===== config.mk =====
export PLATFORM = sky130hd
export DESIGN_NAME = core_reg_dispatch
export DESIGN_NICKNAME = d
export VERILOG_FILES = /design/src/rtl/core_reg_dispatch.sv
export SDC_FILE = /design/constraint.sdc
export NUM_CORES = 1
export LEC_CHECK = 0
export BUFFER_PORTS_ARGS = -buffer_cell sky130_fd_sc_hd__buf_2
export CORE_MARGIN = 4
export CORE_UTILIZATION = 40
export CTS_CLUSTER_SIZE = 10
export DETAILED_ROUTE_END_ITERATION = 16
export PLACE_DENSITY_LB_ADDON = 0.2
export SETUP_SLACK_MARGIN = 0.02
export SLEW_MARGIN = 40
export SYNTH_ARGS = -nofsm -noshare
export SYNTH_HDL_FRONTEND = slang
export SYNTH_SLANG_ARGS = --single-unit

===== constraint.sdc =====
create_clock -name clk -period 4.6 [get_ports clk]
set_input_delay 0.69 -clock clk [delete_from_list [all_inputs] [get_ports clk]]
set_output_delay 0.69 -clock clk [all_outputs]
set_load 0.01 [all_outputs]

===== src/rtl/core_reg_dispatch.sv =====
// core_reg_dispatch: forwards one upstream register request to the target block selected by
// the address tag. Define CORE_REG_DISPATCH_ERR_CNT_EN to add err_count/last_err_tag outputs.
module core_reg_dispatch #(
  parameter int ADDR_WIDTH     = 22,
  parameter int SUB_ADDR_WIDTH = 16,
  parameter int NUM_TARGETS    = 4,
  parameter int DATA_WIDTH     = 32,
  parameter int TIMEOUT        = 255
) (
  input  logic                              clk,
  input  logic                              reset,
  input  logic                              up_reg_req,
  output logic                              up_reg_ack,
  input  logic                              up_reg_rd_wr_L,
  input  logic [ADDR_WIDTH-1:0]             up_reg_addr,
  input  logic [DATA_WIDTH-1:0]             up_reg_wr_data,
  output logic [DATA_WIDTH-1:0]             up_reg_rd_data,
  output logic [NUM_TARGETS-1:0]            down_reg_req,
  output logic                              down_reg_rd_wr_L,
  output logic [SUB_ADDR_WIDTH-1:0]         down_reg_addr,
  output logic [DATA_WIDTH-1:0]             down_reg_wr_data,
  input  logic [NUM_TARGETS-1:0]            down_reg_ack,
  input  logic [NUM_TARGETS*DATA_WIDTH-1:0] down_reg_rd_data
`ifdef CORE_REG_DISPATCH_ERR_CNT_EN
  ,
  output logic [15:0]                       err_count,
  output logic [7:0]                        last_err_tag
`endif
);

  localparam int TAG_W = ADDR_WIDTH - SUB_ADDR_WIDTH;
  localparam logic [15:0] TIMEOUT_LAST = 16'(TIMEOUT - 1);
  localparam logic [DATA_WIDTH-1:0] ERR_DATA = DATA_WIDTH'(32'hDEAD_BEEF);

  typedef enum logic [1:0] {IDLE, FWD, RESP, WAIT_DROP} state_t;

  state_t                 state_r;
  logic [15:0]            cnt_r;
  logic                   dropped_r;
  logic [TAG_W-1:0]       tag_s;
  logic [NUM_TARGETS-1:0] sel_s;
  logic                   mapped_s;
  logic                   ack_hit_s;
  logic                   timeout_s;
  logic                   drop_s;
  logic [DATA_WIDTH-1:0]  ack_data_s;

  assign tag_s     = up_reg_addr[ADDR_WIDTH-1:SUB_ADDR_WIDTH];
  assign mapped_s  = |sel_s;
  assign ack_hit_s = |(down_reg_ack & down_reg_req);
  assign timeout_s = (cnt_r == TIMEOUT_LAST);
  assign drop_s    = dropped_r | ~up_reg_req;

  // Tag decode to a one-hot select; tags at or above NUM_TARGETS decode to all zeros.
  always_comb begin
    sel_s = '0;
    for (int k = 0; k < NUM_TARGETS; k++) begin
      sel_s[k] = (tag_s == TAG_W'(k));
    end
  end

  // Read-data mux keyed by the live one-hot request, so only the selected slice can reach upstream.
  always_comb begin
    ack_data_s = '0;
    for (int k = 0; k < NUM_TARGETS; k++) begin
      ack_data_s = ack_data_s |
                   ({DATA_WIDTH{down_reg_req[k]}} & down_reg_rd_data[k*DATA_WIDTH +: DATA_WIDTH]);
    end
  end

  // Dispatch FSM with all upstream/downstream outputs registered.
  always_ff @(posedge clk or posedge reset) begin
    if (reset) begin
      state_r          <= IDLE;
      cnt_r            <= 16'd0;
      dropped_r        <= 1'b0;
      up_reg_ack       <= 1'b0;
      up_reg_rd_data   <= '0;
      down_reg_req     <= '0;
      down_reg_rd_wr_L <= 1'b0;
      down_reg_addr    <= '0;
      down_reg_wr_data <= '0;
    end else begin
      case (state_r)
        IDLE: begin
          up_reg_ack <= 1'b0;
          if (up_reg_req) begin
            down_reg_rd_wr_L <= up_reg_rd_wr_L;
            down_reg_addr    <= up_reg_addr[SUB_ADDR_WIDTH-1:0];
            down_reg_wr_data <= up_reg_wr_data;
            cnt_r            <= 16'd0;
            dropped_r        <= 1'b0;
            if (mapped_s) begin
              down_reg_req <= sel_s;
              state_r      <= FWD;
            end else begin
              up_reg_rd_data <= ERR_DATA;
              up_reg_ack     <= 1'b1;
              state_r        <= RESP;
            end
          end
        end
        FWD: begin
          cnt_r <= cnt_r + 16'd1;
          if (!up_reg_req) begin
            dropped_r <= 1'b1;
          end
          // An abandoned request still finishes downstream but never acks upstream.
          if (ack_hit_s || timeout_s) begin
            down_reg_req <= '0;
            if (drop_s) begin
              state_r <= IDLE;
            end else begin
              up_reg_rd_data <= ack_hit_s ? ack_data_s : ERR_DATA;
              up_reg_ack     <= 1'b1;
              state_r        <= RESP;
            end
          end
        end
        RESP: begin
          up_reg_ack <= 1'b0;
          state_r    <= WAIT_DROP;
        end
        WAIT_DROP: begin
          up_reg_ack <= 1'b0;
          if (!up_reg_req) begin
            state_r <= IDLE;
          end
        end
        default: begin
          up_reg_ack   <= 1'b0;
          down_reg_req <= '0;
          state_r      <= IDLE;
        end
      endcase
    end
  end

`ifdef CORE_REG_DISPATCH_ERR_CNT_EN
  logic [TAG_W-1:0] tag_r;
  logic             err_unmapped_s;
  logic             err_timeout_s;

  assign err_unmapped_s = (state_r == IDLE) && up_reg_req && !mapped_s;
  assign err_timeout_s  = (state_r == FWD) && !ack_hit_s && timeout_s && !drop_s;

  // Saturating error statistics for unmapped tags and timeouts that reach the response phase.
  always_ff @(posedge clk or posedge reset) begin
    if (reset) begin
      tag_r        <= '0;
      err_count    <= 16'd0;
      last_err_tag <= 8'd0;
    end else begin
      if (state_r == IDLE && up_reg_req) begin
        tag_r <= tag_s;
      end
      if (err_unmapped_s || err_timeout_s) begin
        if (err_count != 16'hFFFF) begin
          err_count <= err_count + 16'd1;
        end
        last_err_tag <= err_unmapped_s ? 8'(tag_s) : 8'(tag_r);
      end
    end
  end
`endif

endmodule


==> qor.yml <==
floorplan:
  io_pins: 276
  die_h_um: 121.3
  die-width_um: 121.3
  dieArea_um2: 14720
  rows: 41
  initial_core_util_pct: 40.72
  core_um2: 12620
place:
  gp_congestion: 0.8214
  port_buffers: 275
  hpwl_mm: 11.73
  dpl.cell_count: 938
timing:
  whs_ns: 0.4206
  finalSetupViolCount: 0
  finClkSkew_ns: 0.009446
  tightest_slew_ns: 0.8399
  post-route-period-util_pct: 63.28
  period_needed_ns: 2.911
  fmax_mhz: 343.6
  rsz0062_at_grt: "no"
  drv_slew: 0
  final.setup.tns_ns: 0
  final-hold-violation-count: 0
  slew_headroom_pct: 43.57
worst_setup_path:
  cp-start-kind: "flip-flop"
  crit_slowest_cell: "or4_1"
  r2r_setup_slack_ns: 1.69
  crit_start: "cnt_r[0]$_DFFE_PP0P_"
  endpoint_kind: "flip-flop"
  path_cells: "inv_1 > ha_1 > or4b_1 > or4_1 > a211oi_4 > buf_4 > mux2_2"
  crit_type: "flip-flop to flip-flop"
  path_max_fanout: 18
  r2r-start: "cnt_r[0]$_DFFE_PP0P_"
  rr_worst_depth: 7
  worst-endpoint-arrival_ns: 3.14
  required_ns: 4.83
  slowest_delay_ns: 0.69
  rr_endpoint: "up_reg_rd_data[29]$_DFFE_PP0P_"
cells_and_area:
  multi_input_area_um2: 2344
  fin_nets: 969
  layout_commonest_cell: "buf_2"
  mostFrequentLayoutCells: "275 x buf_2, 165 x nand2_1, 105 x dfrtp_1"
  instances_no_fill: 953
  fillers: 1150
  area_growth_pct: 34.92
  n_antenna_cell: 0
  drive_above_1_share_pct: 43.66
  register_area_um2: 2628
pwr:
  peakVddDrop_v: 0.0002576
  p_per_area_nw_per_um2: 512.3
  p_leak_uw: 0.003473
yosys:
  ys_seq_area_share_pct: 51.13
  async_flop_share_pct: 100.0
  ys_seq_elements: 105
  avgSynthCellArea_um2: 9.882
  yosys.area.top_type: "dfrtp_1"
  synth_top_cell_area_share_pct: 51.13
  syn_inst: 520
  ys_warn_count: 0
  ys.flop_type: "dfrtp_1"
  synth.distinct_cells: 44
  syn_nets: 712
  synthTopCellsByArea: "dfrtp_1 51%, nand2_1 12%, a22oi_1 9.3%"
  syn_area_um2: 5139
  synth_edf_count: 0
clocking:
  clk_latency_ns: 0.35
  cts_resized: 0
  postCtsHoldBufs: 0
  cts_max_path_buffers: 2
  h-tree-depth: 3
  numCtsBuffers: 9
  post_cts_buffers: 0
  cts_tree: "done"
  root_buffer: "clkbuf_16"
  clk_pin_slew_ns: 0.08
  cts_sinks: 105
grt:
  grt.total_usage_pct: 20.71
  grt_pass1_vias: 4978
  grt_max_degree: 75
  grt_pass1_wl_mm: 24.55
  overflow: 0
  antenna_found_initial: 0
job:
  maxCapViolations: 0
route:
  detail-route-antenna-nets: 0
  dr.pass1.iters: 5
  wl_mm: 15.41
  drc_errors: 0
  drt-wirelength-per-cell_um: 16.17
  avgViaCountPerCell: 5.087
  dr_total_vias: 4848
  drtIter0Drc: 227
run_status:
  outcome: "finished, final reports clean"
min_path:
  min_path_type: "input port to async pin"
==> metrics by stage <==
stage | setup WS, ns | area (µm²) | total power, µW | util [%]
CTS | 1.677 | 6932 | 3592 | 54.93
floorplan | 1.149 | 5139 | 2279 | -
detailed placement | 1.691 | 6656 | 2850 | 52.75
global route | 1.567 | 6933 | 3800 | 54.94
global placement | 1.758 | 6630 | 2799 | 52.54
finish | 1.689 | 6933 | 3552 | 54.94
==> cell type report <==
type / instances / area share (%)
flip-flops and latches: 105 / 37.90
inverters: 6 / 0.3970
clock inverters: 6 / 0.7219
clock buffers: 9 / 3.249
repair buffers: 283 / 20.83
multi-input cells: 372 / 33.80
well taps: 172 / 3.104
==> registers in the layout, summed over array words and instances, names as in the netlist <==
name              cells
down_reg_wr_data     32
up_reg_rd_data       32
cnt_r                16
down_reg_addr        16
down_reg_req          4
state_r               2
down_reg_rd_wr_L      1
dropped_r             1
up_reg_ack            1
==> worst max-delay path by stage <==
stage                                           to  slack [ns]  depth (start not counted)
floorplan                     cnt_r[0]$_DFFE_PP0P_        1.15                          1
global placement    up_reg_rd_data[28]$_DFFE_PP0P_        1.76                          7
detailed placement  up_reg_rd_data[28]$_DFFE_PP0P_        1.69                          7
CTS                 up_reg_rd_data[28]$_DFFE_PP0P_        1.68                          7
global route        up_reg_rd_data[28]$_DFFE_PP0P_        1.57                          7
finish              up_reg_rd_data[29]$_DFFE_PP0P_        1.69                          7
==> cell families after synthesis <==
family                   after synthesis  share of synthesized area, %
multiplexers                          47                         12.15
adder cells (fa/ha/maj)                2                        0.4869
AND/OR/NAND/NOR                      225                         18.65
buffers and inverters                 43                         3.603
AO/OA/AOI/OAI                         98                         13.98
flip-flops                           105                         51.13
==> per-layer routing <==
metal,vias up,wire (µm),global-route usage (%)
li1,2327,-,-
met4,0,321,6.373
met3,27,912,4.476
met1,2319,6148,26.03
met2,175,8028,35.65
met5,-,0,0
==> critical path, delay by kind of cell (launching register included) <==
kind / cells / cell delay (ns)
AND/OR/NAND/NOR: 2 / 1.12
flip-flops: 1 / 0.42
buffers and inverters: 2 / 0.42
multiplexers: 1 / 0.37
AO/OA/AOI/OAI: 1 / 0.31
adder cells (fa/ha/maj): 1 / 0.14
==> synthesized netlist by cell type (2+ instances only) <==
library cell  instances
nand2_1             165
dfrtp_1             105
a22oi_1              64
clkbuf_1             32
nand3_1              30
mux2_4               29
a21oi_1              12
mux2i_1              11
mux2_2                7
inv_1                 6
nand4_1               4
nor2_1                4
nor3_1                4
o21ai_0               4
and3_1                3
buf_6                 3
a22o_1                2
and2_1                2
ha_1                  2
nand2b_1              2
nor3b_1               2
o211ai_1              2
o21a_1                2
o21bai_1              2
o31ai_1               2
==> report_power, final <==
| part | internal (µW) | switching [µW] |
|---|---|---|
| registers | 1260 | 216 |
| logic | 618 | 730 |
| clock network | 372 | 358 |
| total | 2250 | 1300 |
Note: power is estimated with default switching activity, not from simulation.
